**src/rtl/skew_feed_ctrl.sv**
```systemverilog
// skew_feed_ctrl: streams L SRAM reads into the N-row skew shift array and flags per-row valid data.
// Optional SKEW_CTRL_PERF_EN adds o_perf_cycles, a saturating busy-cycle counter.
module skew_feed_ctrl #(
    parameter int N        = 8,
    parameter int ADDR_W   = 10,
    parameter int LEN_W    = 10,
    parameter int SRAM_LAT = 1
) (
    input  logic              clk,
    input  logic              rst,
    input  logic              i_start,
    input  logic              i_abort,
    input  logic [ADDR_W-1:0] i_base_addr,
    input  logic [LEN_W-1:0]  i_length,
    output logic              o_busy,
    output logic              o_done,
    output logic              o_sram_ren_n,
    output logic [ADDR_W-1:0] o_sram_addr,
    output logic              o_skew_ren_n,
    output logic [N-1:0]      o_row_valid
`ifdef SKEW_CTRL_PERF_EN
    ,output logic [31:0]      o_perf_cycles
`endif
);
    localparam int P  = SRAM_LAT + N;
    localparam int DW = $clog2(SRAM_LAT + N);
    typedef enum logic [1:0] {IDLE, READ, DRAIN, DONE} state_t;
    state_t           r_state, w_nxt;
    logic [LEN_W-1:0] r_cnt;
    logic [DW-1:0]    r_dcnt;
    logic [P-1:0]     r_pipe, w_pipe_nxt;
    logic             w_accept, w_kill;
    assign w_accept = (r_state == IDLE) && i_start && !i_abort;
    assign w_kill   = i_abort && (r_state != IDLE);
    // r_pipe[m] is the read strobe delayed m cycles; row i sees it after SRAM_LAT+i
    assign w_pipe_nxt   = w_kill ? '0 : {r_pipe[P-2:0], w_nxt == READ};
    assign o_sram_ren_n = ~r_pipe[0];
    assign o_row_valid  = r_pipe[P-1:SRAM_LAT];
    always_ff @(posedge clk or posedge rst) begin
        if (rst) r_state <= IDLE;
        else     r_state <= w_nxt;
    end
    always_comb begin
        w_nxt = r_state;
        case (r_state)
            IDLE:    if (w_accept) w_nxt = (i_length == '0) ? DONE : READ;
            READ:    if (r_cnt == '0) w_nxt = DRAIN;
            DRAIN:   if (r_dcnt == '0) w_nxt = DONE;
            default: w_nxt = IDLE;
        endcase
        if (i_abort) w_nxt = IDLE;
    end
    always_ff @(posedge clk or posedge rst) begin
        if (rst) begin
            r_pipe       <= '0;
            r_cnt        <= '0;
            r_dcnt       <= '0;
            o_busy       <= 1'b0;
            o_done       <= 1'b0;
            o_sram_addr  <= '0;
            o_skew_ren_n <= 1'b1;
        end else begin
            r_pipe       <= w_pipe_nxt;
            o_busy       <= w_nxt != IDLE;
            o_done       <= w_nxt == DONE;
            // enable leads the data window by one cycle for the array's own ren_n register
            o_skew_ren_n <= ~|w_pipe_nxt[SRAM_LAT+N-2:SRAM_LAT-1];
            if (w_accept) begin
                r_cnt       <= i_length - LEN_W'(1);
                o_sram_addr <= i_base_addr;
            end else if (r_state == READ && !i_abort && r_cnt != '0) begin
                r_cnt       <= r_cnt - LEN_W'(1);
                o_sram_addr <= o_sram_addr + ADDR_W'(1);
            end
            if (r_state == READ)
                r_dcnt <= DW'(P - 2);
            else if (r_state == DRAIN && r_dcnt != '0)
                r_dcnt <= r_dcnt - DW'(1);
        end
    end
`ifdef SKEW_CTRL_PERF_EN
    always_ff @(posedge clk or posedge rst) begin
        if (rst)
            o_perf_cycles <= '0;
        else if (w_accept)
            o_perf_cycles <= 32'd1;
        else if (w_nxt != IDLE && o_perf_cycles != 32'hFFFF_FFFF)
            o_perf_cycles <= o_perf_cycles + 32'd1;
    end
`endif
endmodule
```
**config.mk**
```make
export PLATFORM = sky130hd
export DESIGN_NAME = skew_feed_ctrl
export DESIGN_NICKNAME = d
export VERILOG_FILES = /design/src/rtl/skew_feed_ctrl.sv
export SDC_FILE = /design/constraint.sdc
export NUM_CORES = 1
export LEC_CHECK = 0
export CAP_MARGIN = 20
export CORE_ASPECT_RATIO = 2
export CORE_MARGIN = 2
export CORE_UTILIZATION = 23
export CTS_BUF_LIST = sky130_fd_sc_hd__clkbuf_4 sky130_fd_sc_hd__clkbuf_8
export CTS_CLUSTER_DIAMETER = 30
export DETAILED_ROUTE_END_ITERATION = 6
export PLACE_DENSITY = 0.53
export SLEW_MARGIN = 20
export SYNTH_ARGS = -nofsm -noshare
export SYNTH_HDL_FRONTEND = slang
export SYNTH_SLANG_ARGS = --single-unit
```
**constraint.sdc**
```tcl
create_clock -name clk -period 4 [get_ports clk]
set_clock_uncertainty 0.1 [all_clocks]
set_input_delay 0.8 -clock clk [delete_from_list [all_inputs] [get_ports clk]]
set_output_delay 0.8 -clock clk [all_outputs]
set_load 0.01 [all_outputs]
```
==> metrics.yaml, run 1 <==
outcome:
  status: "complete, no violations"
cells_and_area:
  post-route-util_pct: 29.6
  antenna_cells: 0
  fin_cells: 370
  drive_gt1_share_pct: 9.02
  syn_to_final_growth_pct: 25.5
  nets: 292
  fillCellCount: 996
floorplanning:
  io_pins: 46
  num_rows: 50
  fp.dieH_um: 143
  coreArea_um2: 9380
  dieWidth_um: 73.3
  start_util_pct: 23.6
  die-area_um2: 10500
critical_path:
  cp_data_arrival_time_ns: 3.16
  path_cells: "clkdlybuf4s50_1 -> nor4b_2 -> mux2i_1 -> ha_1 -> nand3_1 -> o311ai_0 -> o211ai_1"
  r2r_slack_ns: 1.26
  worst_r2r_path_depth: 6
  r2r-start: "r_state[0]$_DFF_PP0_"
  path_class: "in -> reg"
  slowest_stage: "clkdlybuf4s50_1"
  slowest_delay_ns: 0.56
  cp-start-kind: "input port"
  cp_max_fo: 8
  required_ns: 4.06
  r2r-end: "r_cnt[4]$_DFFE_PP0P_"
  end_kind: "register"
detailed_routing:
  drc_errors: 0
  dr_total_vias: 1802
  drt-total-wl_um: 5820
  wl_per_cell_um: 15.7
  ant_nets: 0
  drt-initial-drc-count: 91
  first_pass_iters: 4
  routed_via_density: 4.87
min_path:
  min_from: "r_pipe[7]$_DFF_PP0_"
  min_to: "r_pipe[8]$_DFF_PP0_"
  hp-class: "reg -> reg"
  holdPathStages: 1
sta:
  rsz0062_at_grt: "false"
  max_freq_mhz: 323
  finalHoldViolCount: 0
  setup_viol: 0
  period_share_pct: 77.4
  postLayoutSetupSlackWorst_ns: 0.905
  drv_slew: 0
  fin_crit_ns: 3.09
  max-slew-margin-rel_pct: 54.6
  worstMarginPinSlew_ns: 0.682
  fin_tns_setup_ns: 0
cts:
  clk_latency_ns: 0.30
  cts.reportedPaths.clkPinSlew_ns: 0.08
  ctsResizeCount: 0
  postCtsSetupRepairBufs: 0
  cts_tree: "built"
  cts_max_path_buffers: 2
  htreeDepth: 2
  numCtsBuffers: 5
  root_buffer: "clkbuf_8"
  cts.sinks: 38
  cts_hold_buffers: 0
synth:
  yosys-top-cells-count: "dfrtp_1, nand2_1, nor2_1"
  yosysTopAreaCell: "dfrtp_1"
  synth_ff_type: "dfrtp_1"
  ys_warn_count: 0
  syn_nets: 257
  synth.avg_cell_area_um2: 9.61
  synth_seq_area_share_pct: 43.1
  synth_edf_count: 0
  netlist_top_cells_area: "dfrtp_1, xor2_1, buf_4"
  yosysUniqueCellTypes: 49
  async_reset_ff_share_pct: 100
  synth.most_common_cell: "dfrtp_1"
  netlist_area_um2: 2210
  yosysTopAreaCellShare_pct: 41.9
  ys_ff_latch: 38
  netlist_instances: 230
grt:
  grt_use_met1_pct: 12.0
  met2_usage_pct: 22.2
  grt_pass1_wl_um: 9450
  grt_pass1_vias: 1868
  grt_util_all_layers_pct: 12.1
  antenna_found_initial: 0
  grt_max_degree: 39
  overflow: 0
  top_usage_layer: "met2"
  grt_use_met3_pct: 2.05
pwr:
  ir_drop_mv: 0.236
  intPower_uw: 777
  p_per_area_nw_per_um2: 432
  leakagePower_nw: 1.06
  pwr-share-seq_pct: 47.8
  combinationalPowerShare_pct: 29.4
  switching_share_pct: 35.2
  power.share.clock_pct: 22.8
  power_switching_uw: 422
placement:
  hpwlAfterDp_um: 4470
  gp_congestion: 0.787
  dp.cells: 362
  io_buffers: 45
  place_ws_ns: 0.589
job:
  cap_viol_max_count: 0
==> cells by family after synthesis <==
group | count (synthesis) | share of synthesized area (%)
AO/OA/AOI/OAI | 41 | 13.0
buffers and inverters | 26 | 6.90
XOR/XNOR | 19 | 7.53
multiplexers | 6 | 2.83
AND/OR/NAND/NOR | 97 | 25.0
flip-flops | 38 | 43.1
adder cells (fa/ha/maj) | 3 | 1.70
==> routing by layer <==
| metal | wire [um] | vias up |
|---|---|---|
| met5 | 0 | - |
| met4 | 248 | 0 |
| met3 | 138 | 13 |
| met2 | 3350 | 36 |
| met1 | 2080 | 862 |
| li1 | - | 891 |
==> cell type report <==
class	instances	area, um^2	share of cell area, %
clock buffer	5	68.8	2.48
clock inverter	3	21.3	0.767
inverter	6	22.5	0.812
multi-input combinational	166	1110	39.9
sequential	38	952	34.3
tap	104	130	4.69
timing repair buffer	48	473	17.1
==> layout by cell type, fill, tap and decap left out, drive strengths merged, types with 8 or more instances in the layout <==
| cell type | instances |
|---|---|
| and2 | 9 |
| nand3 | 13 |
| xor2 | 14 |
| clkdlybuf4s50 | 45 |
| nor2 | 17 |
| a21oi | 12 |
| dfrtp | 37 |
| o21ai | 12 |
| nor3 | 10 |
| nand4 | 8 |
| nand2 | 17 |
==> registers in the layout (all words and copies together) (netlist names) <==
signal,cells
o_skew_ren_n,1
o_sram_addr,10
r_pipe,9
r_cnt,10
o_busy,1
r_state,2
r_dcnt,4
o_done,1
==> power by group through the flow <==
stage / logic, mW / clock network (mW) / registers, mW
floorplan: 0.208 / 0 / 0.559
global placement: 0.352 / 0 / 0.580
detailed placement: 0.356 / 0 / 0.581
CTS: 0.358 / 0.285 / 0.574
global route: 0.390 / 0.300 / 0.589
finish: 0.353 / 0.273 / 0.573
==> worst max-delay path, delay by kind of cell <==
kind	cells	cell delay, ns
buffers and inverters	1	0.56
AO/OA/AOI/OAI	2	0.49
AND/OR/NAND/NOR	2	0.71
adder cells (fa/ha/maj)	1	0.33
multiplexers	1	0.26
==> through the flow <==
stage	power (mW)	hold slack [ns]	area [um^2]
after global placement	0.931	0.367	2680
after floorplan	0.767	0.355	2210
after detailed placement	0.937	0.377	2680
after global routing	1.28	0.439	2770
after CTS	1.22	0.397	2770
final	1.20	0.391	2770
==> worst max path at each step <==
| stage | startpoint | endpoint | slack (ns) | depth (start not counted) |
|---|---|---|---|---|
| 2_1_floorplan | i_abort | r_cnt[4]$_DFFE_PP0P_ | 1.16 | 7 |
| 3_3_place_gp | i_abort | r_cnt[4]$_DFFE_PP0P_ | 0.70 | 7 |
| 3_5_place_dp | i_abort | r_cnt[4]$_DFFE_PP0P_ | 0.59 | 7 |
| 4_1_cts | i_abort | r_cnt[4]$_DFFE_PP0P_ | 0.92 | 7 |
| 5_1_grt | i_abort | r_cnt[4]$_DFFE_PP0P_ | 0.63 | 7 |
| 6_report | i_abort | r_cnt[4]$_DFFE_PP0P_ | 0.91 | 7 |
No activity file was read; power rests on OpenSTA's default activity.
==> run 2: changes to the inputs <==
==> constraint.sdc (replaced) <==
create_clock -name clk -period 3.1 [get_ports clk]
set_clock_uncertainty 0.1 [all_clocks]
set_input_delay 0.62 -clock clk [delete_from_list [all_inputs] [get_ports clk]]
set_output_delay 0.62 -clock clk [all_outputs]
set_load 0.01 [all_outputs]
==> run 2 against run 1 <==
  * Die area unchanged
  * First-iteration DRC count is 40% lower
  * Sequential power up 28%
  * Critical path depth up 1
  * Highest routed layer unchanged
==> metrics.yaml, run 2 (synthesis gave the netlist of run 1 again) <==
sta:
  fin_tns_setup_ns: 0
  worstMarginPinSlew_ns: 0.546
  rsz0062_at_grt: "false"
  finalHoldViolCount: 0
  max_freq_mhz: 379
  setup_viol: 0
  max-slew-margin-rel_pct: 63.4
  postLayoutSetupSlackWorst_ns: 0.462
  drv_slew: 0
  fin_crit_ns: 2.64
  period_share_pct: 85.1
cells_and_area:
  syn_to_final_growth_pct: 28.0
  fillCellCount: 1005
  final_cell_mix: "clkdlybuf4s50_1, dfrtp_1, nor2_1, nand2_1, xor2_1"
  mostFrequentLayoutCell: "clkdlybuf4s50_1"
  drive_gt1_share_pct: 10.7
  fin_cells: 375
  antenna_cells: 0
  post-route-util_pct: 30.2
  nets: 297
  reg_top3: "o_sram_addr (10), r_cnt (10), r_pipe (9)"
cts:
  htreeDepth: 2
  numCtsBuffers: 5
  postCtsSetupRepairBufs: 0
  cts.reportedPaths.clkPinSlew_ns: 0.08
  cts_hold_buffers: 0
  root_buffer: "clkbuf_8"
  cts.sinks: 38
  cts_tree: "built"
  ctsResizeCount: 0
  clk_latency_ns: 0.30
  cts_max_path_buffers: 2
grt:
  antenna_found_initial: 0
  grt_util_all_layers_pct: 11.7
  grt_pass1_vias: 1859
  grt_max_degree: 39
  grt_pass1_wl_um: 9240
  overflow: 0
critical_path:
  path_cells: "clkdlybuf4s50_1 -> nor4b_2 -> buf_4 -> mux2i_1 -> ha_1 -> nand3_1 -> o311ai_0 -> o211ai_1"
  path_delay_family: "buffers and inverters"
  r2r-start: "r_state[1]$_DFF_PP0_"
  crit_path_end: "r_cnt[4]$_DFFE_PP0P_"
  cp_data_arrival_time_ns: 2.71
  worst_r2r_path_depth: 7
  r2r_slack_ns: 0.62
  required_ns: 3.17
  slowest_stage: "clkdlybuf4s50_1"
  end_kind: "register"
  cp_max_fo: 7
  r2r-end: "r_cnt[4]$_DFFE_PP0P_"
  startpoint: "i_start"
  path_class: "in -> reg"
  cp_num_cells: 8
  path_buf_inv: 2
  cp-start-kind: "input port"
  slowest_delay_ns: 0.53
floorplanning:
  start_util_pct: 23.6
  num_rows: 50
  io_pins: 46
  die-area_um2: 10500
  fp.dieH_um: 143
  dieWidth_um: 73.3
  coreArea_um2: 9380
outcome:
  status: "complete, no violations"
detailed_routing:
  first_pass_iters: 4
  drt-total-wl_um: 5740
  wl_per_cell_um: 15.3
  routed_via_density: 4.89
  ant_nets: 0
  drt-initial-drc-count: 55
  dr_total_vias: 1833
  drc_errors: 0
placement:
  place_ws_ns: 0.109
  io_buffers: 45
  dp.cells: 367
  hpwlAfterDp_um: 4440
  gp_congestion: 0.791
pwr:
  ir_drop_mv: 0.302
  p_per_area_nw_per_um2: 574
  leakagePower_nw: 1.10
job:
  cap_viol_max_count: 0
min_path:
  hp-class: "reg -> reg"
## run 2: changes by cell type in the layout (fill, tap and decap cells not counted), sizes merged
cell / previous run / this run
buf: 3 / 8
bufinv: 0 / 1
clkinvlp: 1 / 0
## run 2: power breakdown
group	switching [mW]	internal, mW
registers	0.136	0.595
logic	0.215	0.255
clock network	0.186	0.237
## run 2: final cells by class
class,instances,area (um^2),share of cell area [%]
Clock buffer,5,68.8,2.43
Clock inverter,3,40.0,1.41
Inverter,6,22.5,0.796
Multi-Input combinational cell,166,1110,39.1
Sequential cell,38,952,33.6
Tap cell,104,130,4.60
Timing Repair Buffer,53,510,18.0
## run 2: worst min path at each step
stage,from,endpoint,slack [ns],cells past startpoint
6_report,r_pipe[7]$_DFF_PP0_,r_pipe[8]$_DFF_PP0_,0.39,1
5_1_grt,r_pipe[7]$_DFF_PP0_,r_pipe[8]$_DFF_PP0_,0.42,1
4_1_cts,r_pipe[7]$_DFF_PP0_,r_pipe[8]$_DFF_PP0_,0.41,1
3_5_place_dp,r_pipe[7]$_DFF_PP0_,r_pipe[8]$_DFF_PP0_,0.38,1
3_3_place_gp,r_pipe[7]$_DFF_PP0_,r_pipe[8]$_DFF_PP0_,0.37,1
2_1_floorplan,r_pipe[7]$_DFF_PP0_,r_pipe[8]$_DFF_PP0_,0.35,1
## run 2: metal layers
metal / GRT usage (%) / wire (um)
met2: 22.1 / 3410
met1: 11.4 / 1980
met3: 2.05 / 159
met5: 0 / 0
met4: 6.51 / 187
## run 2: stage by stage
step	hold WS, ns	cell area [um^2]	total power [mW]
floorplan	0.355	2210	0.990
global placement	0.367	2720	1.21
detailed placement	0.383	2720	1.22
CTS	0.411	2830	1.65
global route	0.416	2830	1.72
finish	0.394	2830	1.62
